<file path="config.mk">
export PLATFORM = sky130hd
export DESIGN_NAME = hazard_stall_unit
export DESIGN_NICKNAME = d
export VERILOG_FILES = /design/src/rtl/hazard_stall_unit.sv
export SDC_FILE = /design/constraint.sdc
export NUM_CORES = 1
export LEC_CHECK = 0
export BUFFER_PORTS_ARGS = -buffer_cell sky130_fd_sc_hd__buf_4
export CAP_MARGIN = 20
export CORE_MARGIN = 2
export CORE_UTILIZATION = 35
export CTS_CLUSTER_SIZE = 40
export DETAILED_ROUTE_END_ITERATION = 16
export PLACE_DENSITY = 0.7
export SLEW_MARGIN = 0
export SYNTH_ARGS = -nofsm -noshare
export SYNTH_HDL_FRONTEND = slang
export SYNTH_SLANG_ARGS = --single-unit
</file>
<file path="constraint.sdc">
create_clock -name clock -period 2.15 [get_ports clock]
set_input_delay 0.3225 -clock clock [delete_from_list [all_inputs] [get_ports clock]]
set_output_delay 0.3225 -clock clock [all_outputs]
set_load 0.03 [all_outputs]
</file>
<file path="src/rtl/hazard_stall_unit.sv">
// rtl/hazard_stall_unit.sv - pipeline stall, bubble and flush control for load-use, multdiv and taken branches
module hazard_stall_unit #(
  parameter int MD_TIMEOUT = 64,
  parameter int CNT_W      = 16
) (
  input  logic             clock,
  input  logic             resetn,
  input  logic [31:0]      inFD,
  input  logic [31:0]      inDX,
  input  logic             md_ready,
  input  logic             branch_taken,
  output logic             stall_pc,
  output logic             stall_fd,
  output logic             stall_dx,
  output logic             nop_dx,
  output logic             nop_xm,
  output logic             flush_fd,
  output logic             md_start,
  output logic             md_busy,
  output logic             md_timeout,
  output logic [CNT_W-1:0] stall_cycles
);

  // Opcode and ALU-op encodings of the ISA.
  localparam logic [4:0] OP_ALU  = 5'b00000;
  localparam logic [4:0] OP_BNE  = 5'b00010;
  localparam logic [4:0] OP_JR   = 5'b00100;
  localparam logic [4:0] OP_ADDI = 5'b00101;
  localparam logic [4:0] OP_BLT  = 5'b00110;
  localparam logic [4:0] OP_SW   = 5'b00111;
  localparam logic [4:0] OP_LW   = 5'b01000;

  localparam logic [4:0] ALU_SLL = 5'b00100;
  localparam logic [4:0] ALU_SRA = 5'b00101;
  localparam logic [4:0] ALU_MUL = 5'b00110;
  localparam logic [4:0] ALU_DIV = 5'b00111;

  // Wait counter sized to hold MD_TIMEOUT-1; MD_TIMEOUT is at least 2.
  localparam int         MW      = (MD_TIMEOUT > 2) ? $clog2(MD_TIMEOUT) : 1;
  localparam logic [MW-1:0] CNT_LAST = MW'(MD_TIMEOUT - 1);
  localparam logic [MW-1:0] CNT_ONE  = MW'(1);

  typedef enum logic [1:0] {
    ST_IDLE    = 2'd0,
    ST_MD_RUN  = 2'd1,
    ST_MD_DONE = 2'd2
  } state_t;

  state_t            state_q, state_d;
  logic [MW-1:0]     cnt_q, cnt_d;
  logic              timeout_q, timeout_d;
  logic [CNT_W-1:0]  stall_cnt_q, stall_cnt_d;

  // Instruction field decode.
  logic [4:0] fd_op, fd_rd, fd_rs, fd_rt, fd_alu;
  logic [4:0] dx_op, dx_rd, dx_alu;

  assign fd_op  = inFD[31:27];
  assign fd_rd  = inFD[26:22];
  assign fd_rs  = inFD[21:17];
  assign fd_rt  = inFD[16:12];
  assign fd_alu = inFD[6:2];
  assign dx_op  = inDX[31:27];
  assign dx_rd  = inDX[26:22];
  assign dx_alu = inDX[6:2];

  // Instruction bits the hazard logic never looks at.
  logic unused_bits;
  assign unused_bits = ^{inFD[11:7], inFD[1:0], inDX[21:7], inDX[1:0]};

  logic dx_md;
  logic dx_lw;
  logic fd_reads_rs, fd_reads_rt, fd_reads_rd;
  logic load_use;

  // Classify the DX instruction and which FD source fields are live.
  always_comb begin
    dx_md = (dx_op == OP_ALU) && ((dx_alu == ALU_MUL) || (dx_alu == ALU_DIV));
    dx_lw = (dx_op == OP_LW) && (dx_rd != 5'd0);

    fd_reads_rs = (fd_op == OP_ALU) || (fd_op == OP_ADDI) || (fd_op == OP_SW) ||
                  (fd_op == OP_LW)  || (fd_op == OP_BNE)  || (fd_op == OP_BLT);
    fd_reads_rt = (fd_op == OP_ALU) && (fd_alu != ALU_SLL) && (fd_alu != ALU_SRA);
    fd_reads_rd = (fd_op == OP_SW)  || (fd_op == OP_BNE)  || (fd_op == OP_BLT) ||
                  (fd_op == OP_JR);

    load_use = dx_lw && ((fd_reads_rs && (fd_rs == dx_rd)) ||
                         (fd_reads_rt && (fd_rt == dx_rd)) ||
                         (fd_reads_rd && (fd_rd == dx_rd)));
  end

  // Multdiv sequencer next state, wait counter and sticky timeout flag.
  always_comb begin
    state_d   = state_q;
    cnt_d     = cnt_q;
    timeout_d = timeout_q;
    unique case (state_q)
      ST_IDLE: begin
        if (dx_md) begin
          state_d = ST_MD_RUN;
          cnt_d   = '0;
        end
      end
      ST_MD_RUN: begin
        cnt_d = cnt_q + CNT_ONE;
        if (md_ready) begin
          state_d = ST_MD_DONE;
        end else if (cnt_q == CNT_LAST) begin
          state_d   = ST_MD_DONE;
          timeout_d = 1'b1;
        end
      end
      ST_MD_DONE: begin
        state_d = ST_IDLE;
      end
      default: begin
        state_d = ST_IDLE;
      end
    endcase
  end

  // Pipeline control: md wait dominates, then branch flush, then load-use bubble.
  always_comb begin
    stall_pc = 1'b0;
    stall_fd = 1'b0;
    stall_dx = 1'b0;
    nop_dx   = 1'b0;
    nop_xm   = 1'b0;
    flush_fd = 1'b0;
    md_start = 1'b0;
    if (resetn) begin
      if (state_q == ST_MD_RUN) begin
        stall_pc = 1'b1;
        stall_fd = 1'b1;
        stall_dx = 1'b1;
        nop_xm   = 1'b1;
      end else begin
        // Only IDLE may launch; MD_DONE lets the finished mul/div leave DX.
        md_start = (state_q == ST_IDLE) && dx_md;
        if (branch_taken) begin
          flush_fd = 1'b1;
          nop_dx   = 1'b1;
        end else if (load_use) begin
          stall_pc = 1'b1;
          stall_fd = 1'b1;
          nop_dx   = 1'b1;
        end
      end
    end
  end

  // Saturating count of PC-hold cycles.
  always_comb begin
    stall_cnt_d = stall_cnt_q;
    if (stall_pc && (stall_cnt_q != {CNT_W{1'b1}})) begin
      stall_cnt_d = stall_cnt_q + CNT_W'(1);
    end
  end

  // State registers; reset abandons any outstanding multdiv operation.
  always_ff @(posedge clock or negedge resetn) begin
    if (!resetn) begin
      state_q     <= ST_IDLE;
      cnt_q       <= '0;
      timeout_q   <= 1'b0;
      stall_cnt_q <= '0;
    end else begin
      state_q     <= state_d;
      cnt_q       <= cnt_d;
      timeout_q   <= timeout_d;
      stall_cnt_q <= stall_cnt_d;
    end
  end

  assign md_busy      = (state_q == ST_MD_RUN);
  assign md_timeout   = timeout_q;
  assign stall_cycles = stall_cnt_q;

endmodule

</file>
==> impl_results.md, run 1 <==
* Total global routing overflow at 0
* Largest net degree at the start of global routing at 16
* Layout net count at 316
* Slew headroom at 0.738
* Fill count at ~400
* Vias in the first global route at 1447
* F_max at 0.473 GHz
* Synth cell types at 40
* First-pass GRT wire length at 6620 um
* # rows at 24
* Syn Inst Count at 161
* Max VDD drop at 0.391 mV
* Layout area overhead at 53.3%
* Crit-path most repeated cell: buf_6
* Clock latency on the worst-skew pair at 0.27 ns
* Total Die Area at 0.00499 sq mm
* WS Path Type: in -> out
* Final setup vio count at 0
* Crit path from: inFD[15]
* Worst-path clk slew at 0.08 ns
* Yosys reg bits at 25
* Delay-heaviest family, CP: simple AND/OR/NAND/NOR gates
* Post-synth EDFFs at 0
* RSZ-0062 raised after global routing: true
* Power per cell area at roughly 430 mW/mm^2
* Syn nets at approximately 230
* Vias per Instance at roughly 5
* # H-tree levels at 1
* Period utilisation layout at 0.984
* WP data arrival at around 1.8 ns
* Hold Fails Final Rpt at 0
* Total of max-cap violations at 0
* Clk buf depth at 2
* Global placement routability congestion at 0.836
* Crit-path slowest cell: a311oi_2
* Post-synth ARST share at 1.00
* WP data required at 1.83 ns
* CP endpoint kind: output port
* DR DRC count at 0
* Chip width at roughly 70 um
* Total GRT Usage at 0.161
* Reg area at 626 sq um
* Leakage at 1.14 nW
* Mapped cell area at 0.00156 sq mm
* Hpwl dp at 3180 um
* Share of post-route cells with drive strength above 1 at 0.424
* TritonCTS clock tree: done
* DRT iter0 DRCs at 67
* Actual slew at the worst max-slew pin at 0.392 ns
* WL final at 4060 um
* Worst Slack Setup Final at 0.0349 ns
* Avg Cell Area, Syn at 9.66 sq um
* Setup WS pre-CTS at -0.0596 ns
* DR pass1 iterations at 4
* Fin Setup TNS at 0 ns
* Remaining antenna violation count at 0
* YS warnings at 0
* Antenna cells at 0
* Multi-input logic area at 942 sq um
* Starting Density at 0.360
* Via count at 1507
* I/O pins at 93
* Post-layout min period at 2.12 ns
* Slew Viols, Final at 0
* Hold crit path type: in -> async
* Worst-path fanout max at 2
* Clk Tree Root Cell: clkbuf_8
* Die H at about 70 um
* Sequential area share after synthesis at 0.402
* Status: complete, no violations
* Worst setup SP type: input port
* Top_reg_cell synth: dfrtp_1
* Routed WL per cell at 13.7 um
* Core area at 0.00432 sq mm
* IO Port Bufs at between 60 and 70
* Worst path buffer plus inverter count at 2
* Largest stage delay, worst path at 0.38 ns
* Clk sinks at 25
* CTS buffer count at 3
* Worst R2R Start: stall_cycles[0]
* Initial antenna violation count at 0
* Cell chain of the critical path: buf_6, xor2_2, nor4_2, nand4_1, a311oi_2, or2_4, buf_6
* Clock Skew at 0.0115 ns
power breakdown:
part	internal [mW]	switching, mW	total [mW]
Clock	0.131	0.152	0.283
Combinational	0.124	0.102	0.226
Sequential	0.494	0.0217	0.516
Total	0.749	0.276	1.03
flip-flops by register name, indices dropped and copies added (netlist names):
name	count
stall_cycles	16
cnt_q	6
state_q	2
md_timeout	1
final cells by class:
class / count / area share
Sequential cell: 25 / 0.262
Clock inverter: 1 / 0.00315
Inverter: 4 / 0.00630
Tap cell: 52 / 0.0273
Clock buffer: 3 / 0.0173
Multi-Input combinational cell: 127 / 0.395
Timing Repair Buffer: 85 / 0.289
cell usage in the layout (no fill, tap or decap), types with 4 or more instances in the layout:
| cell | instances |
|---|---|
| buf_6 | 10 |
| o21ai_0 | 7 |
| nor2_1 | 18 |
| and3_1 | 5 |
| nor4_2 | 4 |
| o2111ai_1 | 6 |
| inv_1 | 4 |
| nand3_1 | 10 |
| xor2_1 | 15 |
| buf_4 | 74 |
| dfrtp_1 | 25 |
| nand2_1 | 10 |
| xnor2_1 | 16 |
cell usage after synthesis, types with 2 or more instances:
cell | number | area (sq um)
nand3_1 | 11 | 55.1
nor3_1 | 2 | 10.0
and3_1 | 5 | 31.3
nor4b_1 | 2 | 17.5
nand4_1 | 3 | 18.8
ha_1 | 2 | 25.0
buf_4 | 2 | 15.0
mux2_2 | 2 | 22.5
nand2b_1 | 2 | 12.5
a31oi_1 | 2 | 12.5
nor2_1 | 18 | 67.6
o21ai_0 | 7 | 35.0
xor2_1 | 17 | 149
xnor2_1 | 16 | 140
o2111ai_1 | 6 | 52.6
dfrtp_1 | 25 | 626
inv_1 | 4 | 15.0
nor4_1 | 4 | 25.0
nand2_1 | 10 | 37.5
repair_timing:
| item | CTS | global route |
|---|---|---|
| gates resized for setup | 7 | 12 |
| pin swaps | 7 | 10 |
| setup endpoints to repair | 2 | 12 |
| hold buffers | 0 | 0 |
| setup buffers | 1 | 1 |
kinds of logic (layout without fill, tap and decap cells):
kind of cell | after synthesis | count (layout) | synth area share
AO/OA/AOI/OAI | 26 | 26 | 0.133
XOR/XNOR | 33 | 33 | 0.186
adder cells (fa/ha/maj) | 3 | 3 | 0.0225
buffers and inverters | 9 | 93 | 0.0322
flip-flops | 25 | 25 | 0.402
multiplexers | 3 | 3 | 0.0209
AND/OR/NAND/NOR | 62 | 62 | 0.204
worst register-to-register path: stages, from the launching register on:
cell and delay (ns):
dfrtp_1 0.39, ha_1 0.22, nand3_2 0.10, nor4_1 0.05, buf_4 0.14, a311o_2 0.39, a31oi_4 0.19, buf_12 0.16
o2111ai_1 0.13, xnor2_1 0.16
stage by stage:
step	total power [mW]	util	instances	area, sq um	hold slack, ns
final	1.03	0.552	297	2380	0.00768
after global routing	1.09	0.552	297	2380	0.00854
after CTS	1.02	0.533	296	2300	0.00431
after detailed placement	0.732	0.514	291	2220	0.297
after global placement	0.729	0.514	291	2220	0.302
after floorplan	0.610	-	161	1560	0.0269
layer usage:
layer,GRT usage,wire length [um]
met5,0,0
met4,0.0189,13
met3,0.0356,182
met2,0.277,2120
met1,0.216,1740
worst paths after layout:
check | endpoint | slack [ns] | cells past startpoint
max | stall_fd | 0.03 | 7
min in group clock | state_q[0] | 0.27 | 2
min | cnt_q[2] | 0.008 | 2
min reg2reg | md_timeout | 0.46 | 1
max in group asynchronous | stall_cycles[5] | 1.97 | 2
max reg2reg | stall_cycles[13] | 0.11 | 9
No activity file was read; power rests on OpenSTA's default activity.
==> run 2, diff against run 1 <==
Settings changed: CORE_MARGIN 2 to 3, RECOVER_POWER set to 100.
==> run 2 against run 1 <==
Against the previous run: non-clock buffer count increased by 2; clock skew is 0.0087 ns lower; via count up 1.3%; critical path depth did not move; clock-buffer cell count is 1 higher; flip-flop and latch count unchanged; hold slack improved by 0.17 ns; total power shrank 1.5%; first-iteration DRC count decreased by 16%; final cell count unchanged; wire length is 6.2% higher; setup slack better by 0.026 ns.
==> impl_results.md, run 2 (synthesis results as in run 1) <==
* Starting Density at 0.375 (was 0.360)
* Worst setup SP type: input port (unchanged)
* Share of post-route cells with drive strength above 1 at 0.348 (was 0.424)
* # rows at 23 (was 24)
* Clock latency on the worst-skew pair at 0.27 ns (about the same)
* R2R Path End: stall_cycles[5] (was stall_cycles[13])
* F_max at 0.479 GHz (was 0.473 GHz)
* WS Path Type: in -> out (unchanged)
* Leakage at 1.07 nW (was 1.14 nW)
* Clk sinks at 25 (unchanged)
* Flop2flop setup slack at 0.07 ns (was 0.11 ns)
* Clock Skew at 0.00280 ns (was 0.0115 ns)
* Fill count at 401 (was 394)
* Clk Tree Root Cell: clkbuf_8 (unchanged)
* Period utilisation layout at 0.972 (was 0.984)
* Most frequent cells in the layout: buf_4 (56), dfrtp_1 (25), clkbuf_1 (22) (was buf_4 (74), dfrtp_1 (25), nor2_1 (18))
* Layout area overhead at 49.6% (was 53.3%)
* CTS buffer count at 3 (unchanged)
* Total global routing overflow at 0 (unchanged)
* Chip width at 72.7 um (was 70.7 um)
* Core Util, Final at 0.561 (was 0.552)
* Core area at 0.00414 sq mm (was 0.00432 sq mm)
* Routed WL per cell at 14.5 um (was 13.7 um)
* Remaining antenna violation count at 0 (unchanged)
* DR pass1 iterations at 4 (unchanged)
* Hold crit path type: in -> async (unchanged)
* Total of max-cap violations at 0 (unchanged)
* DR DRC count at 0 (unchanged)
* Vias in the first global route at 1496 (was 1447)
* Hold Fails Final Rpt at 0 (unchanged)
* Hpwl dp at 3250 um (was 3180 um)
* WP data arrival at 1.77 ns (was 1.79 ns)
* Slew headroom at 0.712 (was 0.738)
* Layout net count at 318 (was 316)
* Global placement routability congestion at 0.784 (was 0.836)
* Worst-path clk slew at 0.09 ns (was 0.08 ns)
* Largest net degree at the start of global routing at 29 (was 16)
* Final setup vio count at 0 (unchanged)
* Initial antenna violation count at 0 (unchanged)
* Slew Viols, Final at 0 (unchanged)
* Most common cell after layout, fill and taps aside: buf_4 (unchanged)
* Total GRT Usage at 0.155 (was 0.161)
* Actual slew at the worst max-slew pin at 0.431 ns (was 0.392 ns)
* RSZ-0062 raised after global routing: true (unchanged)
* CP endpoint kind: output port (unchanged)
* # H-tree levels at 1 (unchanged)
* Hold slack at 0.181 ns (was 0.00768 ns)
* I/O pins at 93 (unchanged)
* TritonCTS clock tree: done (unchanged)
* Cells after DPL at 293 (was 291)
* Via count at 1527 (was 1507)
* Total Die Area at 0.00528 sq mm (was 0.00499 sq mm)
* Max VDD drop at 0.329 mV (was 0.391 mV)
* WL final at 4310 um (was 4060 um)
* Antenna cells at 0 (unchanged)
* Post-layout min period at 2.09 ns (was 2.12 ns)
* Power per cell area at 434 mW/mm^2 (was 430 mW/mm^2)
* Max FFs per register at 16 (unchanged)
* Vias per Instance at 5.14 (was 5.07)
* DRT iter0 DRCs at 56 (was 67)
* Clk buf depth at 2 (unchanged)
* Worst R2R Start: stall_cycles[0] (unchanged)
* Reg area at 626 sq um (unchanged)
* Worst-path fanout max at 2 (unchanged)
* Post-Layout Cell Count at 297 (unchanged)
* Die H at 72.7 um (was 70.7 um)
* Fin Setup TNS at 0 ns (unchanged)
* Path depth of the worst reg2reg path at 9 (unchanged)
* WP data required at 1.83 ns (about the same)
* Hold-fix buffers at CTS at 0 (unchanged)
* Multi-input logic area at 943 sq um (was 942 sq um)
* First-pass GRT wire length at 6560 um (was 6620 um)
* Status: complete, no violations (unchanged)
* IO Port Bufs at 66 (unchanged)
[run 2: stage by stage]
step / power (mW) / setup slack, ns / cell area, sq um
3_5_place_dp: 0.734 / -0.0937 / 2250
5_1_grt: 1.06 / -0.0342 / 2330
4_1_cts: 1.02 / 0.00940 / 2310
3_3_place_gp: 0.729 / -0.0972 / 2250
2_1_floorplan: 0.610 / 0.00512 / 1560
6_report: 1.01 / 0.0605 / 2330
[run 2: routing by layer]
layer | wire (um) | GRT usage | up-vias | part of all wire
met5 | 0 | 0 | - | 0
met4 | 35 | 0.0307 | 0 | 0.0081
met3 | 293 | 0.0372 | 4 | 0.068
met2 | 2130 | 0.270 | 44 | 0.49
met1 | 1850 | 0.197 | 734 | 0.43
li1 | - | - | 745 | -
[run 2: worst max-delay path, stage by stage]
cell	delay, ns
buf_6	0.10
xor2_2	0.16
nor4_2	0.32
nand4_1	0.18
a311oi_2	0.35
or2_4	0.19
buf_6	0.13
[run 2: worst max-delay path by stage]
stage	end	start	slack [ns]	cells past startpoint
6_report	stall_pc	inFD[12]	0.06	7
5_1_grt	stall_pc	inFD[12]	-0.03	7
4_1_cts	stall_pc	inDX[25]	0.009	8
3_5_place_dp	stall_pc	inDX[25]	-0.09	7
3_3_place_gp	stall_pc	inDX[25]	-0.1	7
2_1_floorplan	stall_cycles[1]	stall_cycles[0]	0.005	7
[run 2: power by group]
part / internal (mW) / switching (mW) / total (mW)
combinational: 0.112 / 0.102 / 0.214
clock: 0.133 / 0.146 / 0.279
sequential: 0.494 / 0.0228 / 0.517
total: 0.739 / 0.271 / 1.01
[run 2: what timing repair did]
item,in CTS,in global routing
setup endpoints to repair,3,7
resized for setup,5,14
endpoints found under the hold margin,0,0
gates cloned,0,1
buffers inserted,0,1
pin swaps,4,11
[run 2: final cells by class]
type                    count  area share
repair buffers             87       0.273
well taps                  50      0.0269
clock buffers               4      0.0194
multi-input cells         127       0.406
flip-flops and latches     25       0.269
inverters                   4     0.00646
==> run 3, diff against run 2 <==
Settings changed: CORE_MARGIN 3 to 4, PLACE_DENSITY 0.7 to 0.72, SLEW_MARGIN 0 to 25.
Clock period 2.15 ns to 1.8 ns, I/O delays scaled along.
==> run 3 against run 2 <==
Against the previous run: the run now ends with setup timing left; critical path depth is 1 higher; clock power is 22% higher; clock-buffer cell count is 1 lower; largest cell class unchanged; via count is 6.7% higher; largest power group unchanged; critical path type is now reg -> reg; setup slack worse by 0.26 ns; die area is 5.6% higher; sequential power is 20% higher.
==> impl_results.md, run 3 (synthesis results as in run 1) <==
* Worst setup SP type: flop (was input port)
* Clk Tree Root Cell: clkbuf_8 (unchanged)
* Clock latency on the worst-skew pair at 0.28 ns (was 0.27 ns)
* Vias in the first global route at 1581 (was 1496)
* WL final at 4710 um (was 4310 um)
* Violated checks: setup timing
* WP data required at 1.97 ns (was 1.83 ns)
* WL met3 at 253 um (was 293 um)
* I/O pins at 93 (unchanged)
* CTS buffer count at 3 (unchanged)
* Remaining antenna violation count at 0 (unchanged)
* Total of max-cap violations at 0 (unchanged)
* WS Path Type: reg -> reg (was in -> out)
* Status: finished with violations (was complete, no violations)
* Routed met2 length at 2400 um (was 2130 um)
* Hold Fails Final Rpt at 0 (unchanged)
* WHS Endpoint: state_q[0]
* Leakage at 1.18 nW (was 1.07 nW)
* Routed WL per cell at 14.8 um (was 14.5 um)
* IO Port Bufs at 66 (unchanged)
* Via count at 1629 (was 1527)
* Max FFs per register at 16 (unchanged)
* Largest net degree at the start of global routing at 15 (was 29)
* Antenna cells at 0 (unchanged)
* DRT iter0 DRCs at 77 (was 56)
* Clk sinks at 25 (unchanged)
* Starting Density at 0.375 (unchanged)
* Most common cell after layout, fill and taps aside: buf_4 (unchanged)
* Layout net count at 339 (was 318)
* Period utilisation layout at 1.11
* Clk buf depth at 2 (unchanged)
* # rows at 23 (unchanged)
* Final setup vio count at 18 (was 0)
* Slew Viols, Final at 0 (unchanged)
* DR DRC count at 0 (unchanged)
* Worst R2R Start: stall_cycles[1] (was stall_cycles[0])
* R2R Path End: stall_cycles[11] (was stall_cycles[5])
* WP data arrival at 2.17 ns (was 1.77 ns)
* Clock Skew at 0.00916 ns (was 0.00280 ns)
* # H-tree levels at 1 (unchanged)
* Worst-path fanout max at 6 (was 2)
* Post-layout min period at ~2 ns
* Max VDD drop at 0.273 mV (was 0.329 mV)
* TritonCTS clock tree: done (unchanged)
* Total GRT Usage at 0.170 (was 0.155)
* Critical hold path startpoint: md_ready
* Post-Layout Cell Count at 318 (was 297)
* Actual slew at the worst max-slew pin at 0.654 ns (was 0.431 ns)
* Cell chain of the critical path: ha_2, nand3_4, nor4_4, a311o_2, a31oi_4, buf_12, o2111ai_4, xnor2_2 (was buf_6, xor2_2, nor4_2, nand4_1, a311oi_2, or2_4, buf_6)
* First-pass GRT wire length at 7220 um (was 6560 um)
* Total global routing overflow at 0 (unchanged)
* Largest stage delay, worst path at 0.42 ns (was 0.35 ns)
* Core area at 0.00414 sq mm (unchanged)
* F_max at approximately 0.50 GHz
* Cells after DPL at 308 (was 293)
* Crit-path slowest cell: dfrtp_2 (was a311oi_2)
* CP endpoint kind: flop (was output port)
* Hpwl dp at 3350 um (was 3250 um)
* Path depth of the worst reg2reg path at 8 (was 9)
* Global placement routability congestion at 0.773 (was 0.784)
* Hold slack at 0.212 ns (was 0.181 ns)
* Power per cell area at 468 mW/mm^2 (was 434 mW/mm^2)
* Vias per Instance at 5.12 (was 5.14)
* Flop2flop setup slack at -0.20 ns (was 0.07 ns)
* Hold Path Depth at 2
* Most frequent cells in the layout: buf_4 (62), clkbuf_1 (22), xor2_1 (16), dfrtp_1 (16), buf_6 (16) (was buf_4 (56), dfrtp_1 (25), clkbuf_1 (22))
* DR pass1 iterations at 4 (unchanged)
* Chip width at 74.7 um (was 72.7 um)
* Highest routed layer: met4 (unchanged)
* RSZ-0062 raised after global routing: true (unchanged)
* Initial antenna violation count at 0 (unchanged)
* Wl on met1 at 1910 um (was 1850 um)
* Die H at 74.7 um (was 72.7 um)
* Total Die Area at 0.00557 sq mm (was 0.00528 sq mm)
* Slew headroom at 0.562 (was 0.712)
* Hold crit path type: in -> reg (was in -> async)
* Worst-path clk slew at 0.09 ns (about the same)
* Worst Slack Setup Final at -0.204 ns (was 0.0605 ns)
* Share of post-route cells with drive strength above 1 at 0.485 (was 0.348)
* Layout area overhead at 70.0% (was 49.6%)
run 3: changes by cell type in the layout (fill, tap and decap cells not counted), moves of 4 or more:
cell | before | now
dfrtp_1 | 25 | 16
dfrtp_2 | 0 | 9
buf_6 | 8 | 16
buf_4 | 56 | 62
o2111ai_1 | 5 | 0
o21ai_0 | 7 | 2
o2111ai_4 | 0 | 4
o21ai_2 | 0 | 4
run 3: how the worst max path moves through the flow:
stage	start	to	cells after the start
floorplan	stall_cycles[0]	stall_cycles[11]	8
finish	stall_cycles[1]	stall_cycles[11]	8
global placement	inDX[24]	stall_fd	8
detailed placement	inDX[24]	stall_pc	8
CTS	inFD[18]	stall_pc	8
global route	inDX[24]	stall_fd	8
run 3: layer usage:
layer | track usage | vias to the layer above
met5 | 0 | -
met4 | 0.0731 | 0
met3 | 0.0320 | 13
met2 | 0.304 | 53
met1 | 0.198 | 768
li1 | - | 795
run 3: metrics by stage:
step	power (mW)	setup WS, ns	setup TNS [ns]	cell area (sq um)	util
6_report	1.24	-0.204	-2.23	2640	0.638
3_3_place_gp	0.883	-0.291	-4.01	2410	0.582
5_1_grt	1.29	-0.280	-3.46	2640	0.638
4_1_cts	1.26	-0.156	-1.25	2710	0.654
2_1_floorplan	0.735	-0.0925	-0.774	1610	-
3_5_place_dp	0.894	-0.282	-4.05	2410	0.582
run 3: worst max-delay path: cells and delay by family (launching register included):
family          cells  cell delay (ns)
compound gates      3             0.74
buf+inv             1             0.18
simple gates        2             0.17
fa+ha+maj           1             0.21
xor+xnor            1             0.18
flops               1             0.42
run 3: timing repair:
action	in CTS	in global routing
gates resized for setup	41	10
hold endpoints to repair	25	0
cloned	1	0
endpoints found under the setup margin	16	18
setup buffers	3	1
hold buffers	2	0
pin swaps	27	13
run 3: cell type report:
type,count,area (sq um)
Clock inverter,1,5.00
Timing Repair Buffer,108,798
Multi-Input combinational cell,127,1080
Clock buffer,3,41.3
Fill cell,351,1500
Sequential cell,25,637
Tap cell,50,62.6
Inverter,4,15.0
run 3: where the power goes:
group,total [mW],switching [mW],internal (mW)
clock network,0.339,0.184,0.155
logic,0.277,0.129,0.148
registers,0.620,0.0288,0.591
total,1.24,0.342,0.894
